File: src/rtl/vga_sync_receiver.sv
// Measures incoming VGA hsync/vsync timing, locks when it matches the configured
// mode for LOCK_FRAMES frames, and reports the visible-window pixel position.
module vga_sync_receiver #(
  parameter int H_TOTAL     = 800,
  parameter int H_SYNC      = 96,
  parameter int H_BP        = 48,
  parameter int H_ACTIVE    = 640,
  parameter int V_TOTAL     = 525,
  parameter int V_SYNC      = 2,
  parameter int V_BP        = 33,
  parameter int V_ACTIVE    = 480,
  parameter int LOCK_FRAMES = 2
) (
  input  logic        clk_25Mhz,
  input  logic        reset,
  input  logic        hsync_in,
  input  logic        vsync_in,
  output logic [15:0] h_count,
  output logic [15:0] v_count,
  output logic [15:0] line_length,
  output logic [15:0] frame_lines,
  output logic        locked,
  output logic        video_active,
  output logic [15:0] pixel_x,
  output logic [15:0] pixel_y,
  output logic        frame_start
);

  localparam logic [15:0] H_TOTAL_W = 16'(H_TOTAL);
  localparam logic [15:0] V_TOTAL_W = 16'(V_TOTAL);
  localparam logic [15:0] LOCK_W    = 16'(LOCK_FRAMES);
  localparam logic [15:0] H_TIMEOUT = 16'(2 * H_TOTAL);
  localparam logic [15:0] H_START   = 16'(H_SYNC + H_BP);
  localparam logic [15:0] H_END     = 16'(H_SYNC + H_BP + H_ACTIVE);
  localparam logic [15:0] V_START   = 16'(V_SYNC + V_BP);
  localparam logic [15:0] V_END     = 16'(V_SYNC + V_BP + V_ACTIVE);
  localparam logic [15:0] SAT       = 16'hFFFF;

  logic        hs_q, vs_q;
  logic [15:0] h_count_q, h_count_d;
  logic [15:0] v_count_q, v_count_d;
  logic [15:0] line_length_q, line_length_d;
  logic [15:0] frame_lines_q, frame_lines_d;
  logic [15:0] good_cnt_q, good_cnt_d;
  logic        frame_ok_q, frame_ok_d;
  logic        locked_q, locked_d;
  logic        frame_start_q;
  logic        hfall, vfall, line_ok, timeout;

  always_comb begin
    hfall         = hs_q & ~hsync_in;
    vfall         = vs_q & ~vsync_in;
    h_count_d     = h_count_q;
    v_count_d     = v_count_q;
    line_length_d = line_length_q;
    frame_lines_d = frame_lines_q;
    frame_ok_d    = frame_ok_q;
    good_cnt_d    = good_cnt_q;

    if (hfall) begin
      h_count_d     = '0;
      line_length_d = (h_count_q == SAT) ? SAT : h_count_q + 16'd1;
    end else if (h_count_q != SAT) begin
      h_count_d = h_count_q + 16'd1;
    end

    if (vfall) begin
      v_count_d     = '0;
      frame_lines_d = (hfall && v_count_q != SAT) ? v_count_q + 16'd1 : v_count_q;
    end else if (hfall && v_count_q != SAT) begin
      v_count_d = v_count_q + 16'd1;
    end

    // A line that closes on the same edge as vsync is judged by the frame check.
    line_ok = !hfall || (line_length_d == H_TOTAL_W);
    timeout = (h_count_q == H_TIMEOUT);

    if (timeout)                 frame_ok_d = 1'b0;
    else if (vfall)              frame_ok_d = 1'b1;
    else if (hfall && !line_ok)  frame_ok_d = 1'b0;

    if (timeout) begin
      good_cnt_d = '0;
    end else if (vfall) begin
      if (frame_ok_q && line_ok && frame_lines_d == V_TOTAL_W)
        good_cnt_d = (good_cnt_q == LOCK_W) ? good_cnt_q : good_cnt_q + 16'd1;
      else
        good_cnt_d = '0;
    end

    locked_d = (good_cnt_d == LOCK_W);
  end

  always_ff @(posedge clk_25Mhz or posedge reset) begin
    if (reset) begin
      hs_q          <= 1'b1;
      vs_q          <= 1'b1;
      h_count_q     <= SAT;
      v_count_q     <= SAT;
      line_length_q <= SAT;
      frame_lines_q <= SAT;
      good_cnt_q    <= '0;
      frame_ok_q    <= 1'b0;
      locked_q      <= 1'b0;
      frame_start_q <= 1'b0;
    end else begin
      hs_q          <= hsync_in;
      vs_q          <= vsync_in;
      h_count_q     <= h_count_d;
      v_count_q     <= v_count_d;
      line_length_q <= line_length_d;
      frame_lines_q <= frame_lines_d;
      good_cnt_q    <= good_cnt_d;
      frame_ok_q    <= frame_ok_d;
      locked_q      <= locked_d;
      frame_start_q <= vfall;
    end
  end

  assign video_active = locked_q
                      && (h_count_q >= H_START) && (h_count_q < H_END)
                      && (v_count_q >= V_START) && (v_count_q < V_END);

  assign pixel_x     = video_active ? h_count_q - H_START : '0;
  assign pixel_y     = video_active ? v_count_q - V_START : '0;
  assign h_count     = h_count_q;
  assign v_count     = v_count_q;
  assign line_length = line_length_q;
  assign frame_lines = frame_lines_q;
  assign locked      = locked_q;
  assign frame_start = frame_start_q;

endmodule

File: config.mk
export PLATFORM = sky130hd
export DESIGN_NAME = vga_sync_receiver
export DESIGN_NICKNAME = d
export VERILOG_FILES = /design/src/rtl/vga_sync_receiver.sv
export SDC_FILE = /design/constraint.sdc
export NUM_CORES = 1
export LEC_CHECK = 0
export CAP_MARGIN = 20
export CORE_UTILIZATION = 53
export DETAILED_ROUTE_END_ITERATION = 16
export GPL_TIMING_DRIVEN = 1
export PLACE_DENSITY = 0.81
export SLEW_MARGIN = 0
export SYNTH_ARGS = -nofsm -noshare
export SYNTH_HDL_FRONTEND = slang
export SYNTH_SLANG_ARGS = --single-unit
File: constraint.sdc
create_clock -name clk_25Mhz -period 3.5 [get_ports clk_25Mhz]
set_input_delay 0.35 -clock clk_25Mhz [delete_from_list [all_inputs] [get_ports clk_25Mhz]]
set_output_delay 0.35 -clock clk_25Mhz [all_outputs]
set_load 0.05 [all_outputs]
== Yosys cells after proc, flatten, opt, wreduce, memory -nomap -nowiden ==
Index checks and enable logic that the tools add are counted.

* Flip-flop bits (word level): 85
* Bits in latches: 0
* Bits in writable memories: 0
* ROM bits: 0
* Output and inout bits: 99
* Memories kept: 0

* Add/subtract/negate cells: 5
* $mul: 0
* Divide/modulo/power cells: 0
* Order comparisons: 4
* Equality and inequality tests: 8
* Shift operators: 0
* Multiplexer cells: 16
* Bitwise logic cells: 4
* Reductions and logical operators: 13

{| class="wikitable"
|+ Operator list
! cell !! count
|-
| 16-bit two-way mux || 13
|-
| 16-bit by 1-bit adder with 16-bit output, second input constant || 3
|-
| 16-bit by 10-bit == test with 1-bit output, second input constant || 2
|-
| 16-bit by 2-bit == test with 1-bit output, second input constant || 2
|-
| 16-bit by 10-bit < comparator with 1-bit output, second input constant || 2
|-
| 16-bit != test, second input constant || 2
|-
| 16-bit by 11-bit == test with 1-bit output, second input constant || 1
|-
| 16-bit == test, second input constant || 1
|-
| 16-bit by 6-bit >= comparator with 1-bit output, second input constant || 1
|-
| 16-bit by 8-bit >= comparator with 1-bit output, second input constant || 1
|-
| 16-bit by 6-bit subtractor with 16-bit output, second input constant || 1
|-
| 16-bit by 8-bit subtractor with 16-bit output, second input constant || 1
|-
| 1-bit logical AND || 8
|-
| 1-bit two-way mux || 3
|-
| 3-bit nonzero test || 1
|-
| 1-bit AND || 2
|-
| 1-bit logical NOT || 2
|-
| 1-bit NOT || 2
|-
| 2-bit nonzero test || 1
|-
| 1-bit logical OR || 1
|}

== Longest topological paths before layout ==
Gate-level depths: netlist of the first run.

* Word-level depth: 11
* Mapped depth: 11
* Mapped depth without buffers: 10

== Worst setup path after synthesis of the first run ==
Ideal clock, no wire load.

* Path type: reg2out
* Start point: register v_count_q[0], in the netlist v_count[0]
* End point: output port pixel_x[2]
* Arrival: 3066 ps
* Data required time: 3150 ps
* Path slack: 84 ps
* Stages on the path, launching flop included: 9
* Buffers on the path: 1
* Cell sequence: dfstp_2 ha_1 buf_2 or4_1 nand2_1 a21oi_1 o311ai_1 inv_1 and2_1

* Word-level cells in the longest chain between the ends: 4
* Elaborated cells on any way between the ends: 5
* Classes of those cells: 2 x order compare; 1 x mux; 2 x reduce/logical

{| class="wikitable"
|+ Ends and longest elaborated chain
! element !! RTL line !! RTL
|-
| start, declared || 41 || <nowiki>logic [15:0] v_count_q, v_count_d;</nowiki>
|-
| start signal, assigned || 110 || <nowiki>v_count_q <= v_count_d;</nowiki>
|-
| 16-bit by 6-bit >= comparator with 1-bit output || 122 || <nowiki>&& (v_count_q >= V_START) && (v_count_q < V_END);</nowiki>
|-
| 1-bit logical AND || 122 ||
|-
| 1-bit logical AND * || 122 ||
|-
| via video_active || 23 || <nowiki>output logic video_active,</nowiki>
|-
| 16-bit two-way mux * || 124 || <nowiki>assign pixel_x = video_active ? h_count_q - H_START : '0;</nowiki>
|-
| end, declared || 24 || <nowiki>output logic [15:0] pixel_x,</nowiki>
|}

The timed path passes the listed nets; every way through them passes the cells marked *.

== Final worst setup path of the first run ==
* Start point: register h_count_q[12], in the netlist h_count[12]
* End point: output port pixel_x[9]

* Word-level cells in the longest chain between the ends: 6
* Elaborated cells on any way between the ends: 7
* Classes of those cells: 2 x order compare; 1 x mux; 4 x reduce/logical

{| class="wikitable"
|+ Ends and longest elaborated chain
! element !! RTL line !! RTL
|-
| start, declared || 40 || <nowiki>logic [15:0] h_count_q, h_count_d;</nowiki>
|-
| start signal, assigned || 109 || <nowiki>h_count_q <= h_count_d;</nowiki>
|-
| 16-bit by 8-bit >= comparator with 1-bit output || 121 || <nowiki>&& (h_count_q >= H_START) && (h_count_q < H_END)</nowiki>
|-
| 1-bit logical AND || 121 ||
|-
| 1-bit logical AND * || 121 ||
|-
| 1-bit logical AND * (2 in series) || 122 ||
|-
| 16-bit two-way mux * || 124 ||
|}

Mark *: on every way between the ends. The rest lies on a longest branch, timed or not.

==> results of run 1 <==
## logic make-up (layout without fill, tap and decap cells)
| logic type | after synthesis | after routing |
|---|---|---|
| xor+xnor | 49 | 49 |
| other cells | 1 | 3 |
| mux | 3 | 3 |
| flops | 85 | 85 |
| compound gates | 103 | 104 |
| simple gates | 286 | 286 |
| buf+inv | 69 | 159 |
| fa+ha+maj | 9 | 9 |
## layout make-up
class,count,area (um^2)
Clock buffer,12,145
Clock inverter,4,25.0
Fill cell,796,3110
Inverter,18,68.8
Multi-Input combinational cell,454,2860
Sequential cell,85,2210
Tap cell,133,166
Timing Repair Buffer,125,1140
## routing by layer
layer | up-vias | track usage [%] | share of wire [%]
li1 | 2301 | - | -
met4 | 0 | 8.13 | 1.6
met1 | 2376 | 41.2 | 43
met5 | - | 0 | 0
met2 | 265 | 46.2 | 47
met3 | 27 | 9.17 | 9.0
## metrics by stage
stage / worst slack (ns) / cells
global placement: 0.242 / 812
floorplan: 0.0844 / 607
detailed placement: 0.0830 / 812
CTS: 0.0569 / 828
global route: 0.0130 / 831
finish: 0.0447 / 831
## repair_timing
action | 4_1_cts | 5_1_grt
cloned | 0 | 1
resized for setup | 7 | 7
pin swaps | 0 | 3
endpoints found under the setup margin | 9 | 20
hold endpoints to repair | 0 | 0
setup buffers | 0 | 2
## state kept, by name, indices dropped and copies added, names as in the netlist
register,flops
frame_ok_q,1
hs_q,1
v_count,16
locked,1
frame_lines,16
line_length,16
vs_q,1
h_count,16
good_cnt_q,16
frame_start,1
## cell usage in the layout, fill, tap and decap left out, types with 16 or more instances in the layout
| cell | Yosys | routed |
|---|---|---|
| nor2_1 | 83 | 83 |
| clkdlybuf4s50_1 | 0 | 69 |
| dfstp_2 | 66 | 66 |
| nand2_1 | 50 | 50 |
| buf_4 | 6 | 47 |
| o21ai_0 | 38 | 38 |
| xnor2_1 | 32 | 32 |
| nor3_1 | 28 | 28 |
| a21oi_1 | 23 | 23 |
| dfrtp_1 | 19 | 19 |
| xor2_1 | 17 | 17 |
| inv_1 | 18 | 17 |
| nand3_1 | 17 | 17 |
| nand4_1 | 16 | 16 |
## power by group
| part | internal (mW) | switching, mW |
|---|---|---|
| logic | 0.169 | 0.364 |
| registers | 1.08 | 0.0793 |
| clock network | 0.275 | 0.359 |
| total | 1.52 | 0.802 |
## worst max-delay path: stages (launching register included)
cell,delay (ns)
dfstp_2,0.45
nor4_1,0.57
nand3_1,0.25
o31ai_1,0.43
o311ai_4,0.17
buf_4,0.20
nor2_1,0.12
dlygate4sd2_1,0.54
## worst paths after layout
kind / from / end / slack, ns
worst max-delay path: h_count[12] / pixel_x[9] / 0.04
worst min-delay path: vsync_in / vs_q / 0.48
worst max register to register: h_count[1] / good_cnt_q[15] / 0.16
worst min register to register: line_length[15] / line_length[15] / 0.49
max in group asynchronous: reset / vs_q / 2.37
min in group asynchronous: reset / line_length[12] / 0.64
==> flow_summary_export.csv, run 1 <==
group,metric,value,unit
sta,tightest_slew,0.583,ns
global_route,grt_start_max_net_pins,33,
floorplanning,initial_core_util,54.5,%
yosys,synth_cell_types,64,
detailed_routing,wire_per_inst,18.0,um
place,hpwl,10600,um
sta,finalClockSkew,0.0109,ns
power_and_ir_drop,power.leakage,2.61,nW
hold_path,holdPathStages,1,
floorplanning,core-area,9730,um^2
sta,finalSetupTns,0,ns
yosys,synth_compound_area_share,12.6,%
detailed_routing,num_vias,4969,
hold_path,min_path_type,"input pin to flop",
yosys,synth.most_common_cell,"nor2_1",
yosys,postSynthAreaPerCell,8.76,um^2
critical_path,worstSetupStartpointType,"flop",
critical_path,path_max_fanout,12,
yosys,yosysTopAreaCellShare,32.7,%
yosys,yosysTopAreaCell,"dfstp_2",
place,place_congestion,0.955,
yosys,yosys-top-cells-area,"dfstp_2 33%, dfrtp_1 9.0%, nor2_1 5.9%",
sta,rsz0062_at_grt,"no",
clocking,clk_path_buf_depth,2,
place,place_area,6390,um^2
yosys,yosys_warnings,0,
clocking,cts_tree,"yes",
detailed_routing,vias_per_cell,5.98,
yosys,synth_top_family_by_area,"simple AND/OR/NAND/NOR gates",
floorplanning,dieArea,10400,um^2
global_route,grt_usage,30.0,%
global_route,grt_pass1_wl,24100,um
power_and_ir_drop,peakVddDrop,302,uV
clocking,htreeDepth,3,
critical_path,required,3.15,ns
final_layout,diodes,0,
sta,min_period_over_period,98.7,%
yosys,synth_area,5300,um^2
sta,min_period,3.46,ns
clocking,root_buffer,"clkbuf_8",
yosys,synth-xor-area-share,8.09,%
yosys,synthMuxAreaShare,0.566,%
detailed_routing,drt_iter0_markers,318,
floorplanning,die_h,102,um
detailed_routing,drt-total-wl,14900,um
yosys,ys_seq_elements,85,
final_layout,fin_nets,706,
yosys,synth_enable_flop_cells,0,
floorplanning,die_x,102,um
detailed_routing,post-route-drc-count,0,
final_layout,area_growth,24.8,%
final_layout,final_layout_size_suffix_gt1_share,22.6,%
job,cap_violations,0,
sta,slew_headroom,60.8,%
clocking,cts_hold_buf,0,
sta,fmax,289,MHz
sta,fin_hold_ws,0.482,ns
global_route,grt_pass1_vias,4737,
clocking,clock_latency,0.37,ns
floorplanning,ios,103,
yosys,synth_cells,605,
yosys,synth_ff_type,"dfstp_2",
clocking,clk_pin_slew_worst_paths,0.08,ns
critical_path,cp.arrival,3.11,ns
critical_path,end_kind,"primary output",
yosys,ys_seq_area_share,41.7,%
final_layout,stdcell_area,6620,um^2
power_and_ir_drop,p_per_area,351,nW/um^2
yosys,synthAdderAreaFrac,2.12,%
clocking,cts.sinks,85,
sta,drv_slew,0,
detailed_routing,first_pass_iters,5,
power_and_ir_drop,p_total,2.32,mW
yosys,async_reset_ff_share,100,%
place,io_buffers,99,
global_route,antenna_found_initial,0,
detailed_routing,drtAntennaViolNets,0,
sta,setup_viol,0,
clocking,cts_made_buffers,9,
critical_path,worst-r2r-cell-count,9,
floorplanning,rows,36,
sta,final-hold-violation-count,0,
global_route,overflow,0,
run_status,outcome,"complete, no violations",
yosys,synthTopCellsByCount,"83 x nor2_1, 66 x dfstp_2, 50 x nand2_1, 38 x o21ai_0, 32 x xnor2_1",
final_layout,final_util,68.0,%
yosys,yosys.area_share.simple,28.9,%
critical_path,critical_path_class,"flop to primary output",
(Power assumes the default switching activity.)
==> run 2: changes to the inputs <==
--- a/config.mk
+++ b/config.mk
@@ -6,10 +6,10 @@
 export NUM_CORES = 1
 export LEC_CHECK = 0
 export CAP_MARGIN = 20
-export CORE_UTILIZATION = 53
+export CORE_UTILIZATION = 45
 export DETAILED_ROUTE_END_ITERATION = 16
 export GPL_TIMING_DRIVEN = 1
-export PLACE_DENSITY = 0.81
+export PLACE_DENSITY = 0.71
 export SLEW_MARGIN = 0
 export SYNTH_ARGS = -nofsm -noshare
 export SYNTH_HDL_FRONTEND = slang
==> run 2 against run 1 <==
Worst hold slack lost 0.041 ns. Total power grew 15%. Global-route usage shrank 4.7 points. Sequential power is essentially flat. Largest power group unchanged.
==> flow_summary_export.csv, run 2 (same netlist as run 1, synthesis figures left out) <==
group,metric,value,unit
run_status,outcome,"complete, no violations",
hold_path,min_path_type,"input pin to flop",
floorplanning,rows,39,
power_and_ir_drop,peakVddDrop,312,uV
sta,finalClockSkew,0.00905,ns
detailed_routing,drt-total-wl,15300,um
final_layout,fin_nets,704,
final_layout,final_common_cell,"nor2_1",
power_and_ir_drop,power_frac_seq,43.4,%
floorplanning,ios,103,
place,io_buffers,99,
detailed_routing,vias_per_cell,5.81,
critical_path,cp.arrival,3.68,ns
clocking,clk_pin_slew_worst_paths,0.07,ns
floorplanning,core-area,11500,um^2
final_layout,instances_no_fill,839,
critical_path,end_kind,"flop",
floorplanning,die_x,111,um
critical_path,required,3.77,ns
sta,final-hold-violation-count,0,
clocking,htreeDepth,3,
sta,tightest_slew,0.794,ns
sta,finalSetupTns,0,ns
sta,fmax,293,MHz
clocking,cts_made_buffers,9,
detailed_routing,post-route-drc-count,0,
global_route,antenna_found_initial,0,
place,place_congestion,0.915,
detailed_routing,drt_iter0_markers,354,
clocking,clock_latency,0.36,ns
sta,drv_slew,0,
clocking,clk_path_buf_depth,2,
power_and_ir_drop,p_per_area,395,nW/um^2
place,place_area,6390,um^2
floorplanning,dieArea,12200,um^2
power_and_ir_drop,power.leakage,2.70,nW
power_and_ir_drop,p_total,2.68,mW
clocking,cts_tree,"yes",
final_layout,n_fill_cell,1029,
place,hpwl,10700,um
global_route,grt_usage,25.3,%
critical_path,crit_start,"h_count[0]",
detailed_routing,num_vias,4875,
final_layout,final_util,59.0,%
critical_path,path_max_fanout,8,
global_route,grt_pass1_wl,24500,um
job,cap_violations,0,
global_route,grt_start_max_net_pins,46,
sta,slew_headroom,47.0,%
global_route,grt_pass1_vias,4708,
critical_path,critical_path_class,"flop to flop",
power_and_ir_drop,switching_share,32.5,%
detailed_routing,wire_per_inst,18.2,um
critical_path,worstSetupStartpointType,"flop",
final_layout,area_growth,27.7,%
final_layout,diodes,0,
hold_path,worstHoldStart,"vsync_in",
sta,min_period,3.41,ns
clocking,root_buffer,"clkbuf_16",
final_layout,final_cell_mix,"83 x nor2_1, 69 x clkdlybuf4s50_1, 66 x dfstp_2",
sta,setup_viol,0,
place,dp.cells,820,
power_and_ir_drop,clock_power_share,36.7,%
detailed_routing,first_pass_iters,5,
power_and_ir_drop,comb_power_share,20.0,%
power_and_ir_drop,intPower,1.81,mW
global_route,overflow,0,
floorplanning,die_h,111,um
floorplanning,initial_core_util,46.2,%
detailed_routing,drtAntennaViolNets,0,
clocking,cts.sinks,85,
power_and_ir_drop,p_switching,869,uW
sta,min_period_over_period,97.5,%
final_layout,stdcell_area,6770,um^2
final_layout,final_layout_size_suffix_gt1_share,23.0,%
critical_path,reg2reg_from,"h_count[0]",
## run 2: critical path, stage by stage, from the launching register on
cell and delay, ns:
dfstp_2 0.59, ha_1 0.28, nand4_4 0.19, or4_4 0.60, a31oi_4 0.15, a21o_4 0.11
or4b_4 0.47, o31ai_4 0.35, a31oi_2 0.33, nor3_1 0.25
## run 2: power groups by stage
| stage | registers [mW] | logic (mW) | clock network [mW] |
|---|---|---|---|
| 2_1_floorplan | 1.32 | 0.198 | 0 |
| 3_3_place_gp | 1.16 | 0.522 | 0 |
| 3_5_place_dp | 1.17 | 0.524 | 0 |
| 4_1_cts | 1.16 | 0.527 | 1.00 |
| 5_1_grt | 1.17 | 0.564 | 1.04 |
| 6_report | 1.16 | 0.534 | 0.981 |
## run 2: area by class of cell
| class | count | area, um^2 | area share, % |
|---|---|---|---|
| Inverter | 18 | 68.8 | 1.02 |
| Timing Repair Buffer | 123 | 1140 | 16.8 |
| Sequential cell | 85 | 2210 | 32.6 |
| Tap cell | 143 | 179 | 2.64 |
| Multi-Input combinational cell | 454 | 2880 | 42.5 |
| Clock buffer | 10 | 229 | 3.38 |
| Clock inverter | 6 | 71.3 | 1.05 |
## run 2: path summary, 6_finish.rpt
check	to	slack (ns)	cells past startpoint
max	good_cnt_q[3]	0.09	9
min	vs_q	0.44	1
max reg2reg	good_cnt_q[3]	0.09	9
min reg2reg	line_length[14]	0.48	2
max in group asynchronous	h_count[1]	2.19	3
min in group asynchronous	good_cnt_q[4]	0.45	2
## run 2: metal layers
layer	up-vias	share of wire (%)	track usage [%]
li1	2293	-	-
met1	2343	45	34.3
met2	214	46	39.5
met3	25	6.9	6.37
met4	0	1.8	8.53
met5	-	0	0
## run 2: repair_timing
action,in CTS,in global routing
pin swaps,0,3
cloned,0,1
setup endpoints to repair,5,25
hold buffers,0,0
gates resized for setup,5,11
setup buffers,0,2
## run 2: through the flow
step           setup slack (ns)  hold slack, ns
2_1_floorplan            0.0844           0.354
3_3_place_gp              0.214           0.470
3_5_place_dp             0.0715           0.481
4_1_cts                 0.00101           0.433
5_1_grt                 -0.0240           0.455
6_report                 0.0888           0.441
==> run 3: changes to the inputs <==
--- a/config.mk
+++ b/config.mk
@@ -6,6 +6,7 @@
 export NUM_CORES = 1
 export LEC_CHECK = 0
 export CAP_MARGIN = 20
+export CORE_MARGIN = 1
 export CORE_UTILIZATION = 45
 export DETAILED_ROUTE_END_ITERATION = 16
 export GPL_TIMING_DRIVEN = 1
==> results of run 3 <==
Final layout, timing and power as in run 2 (identical DEF).
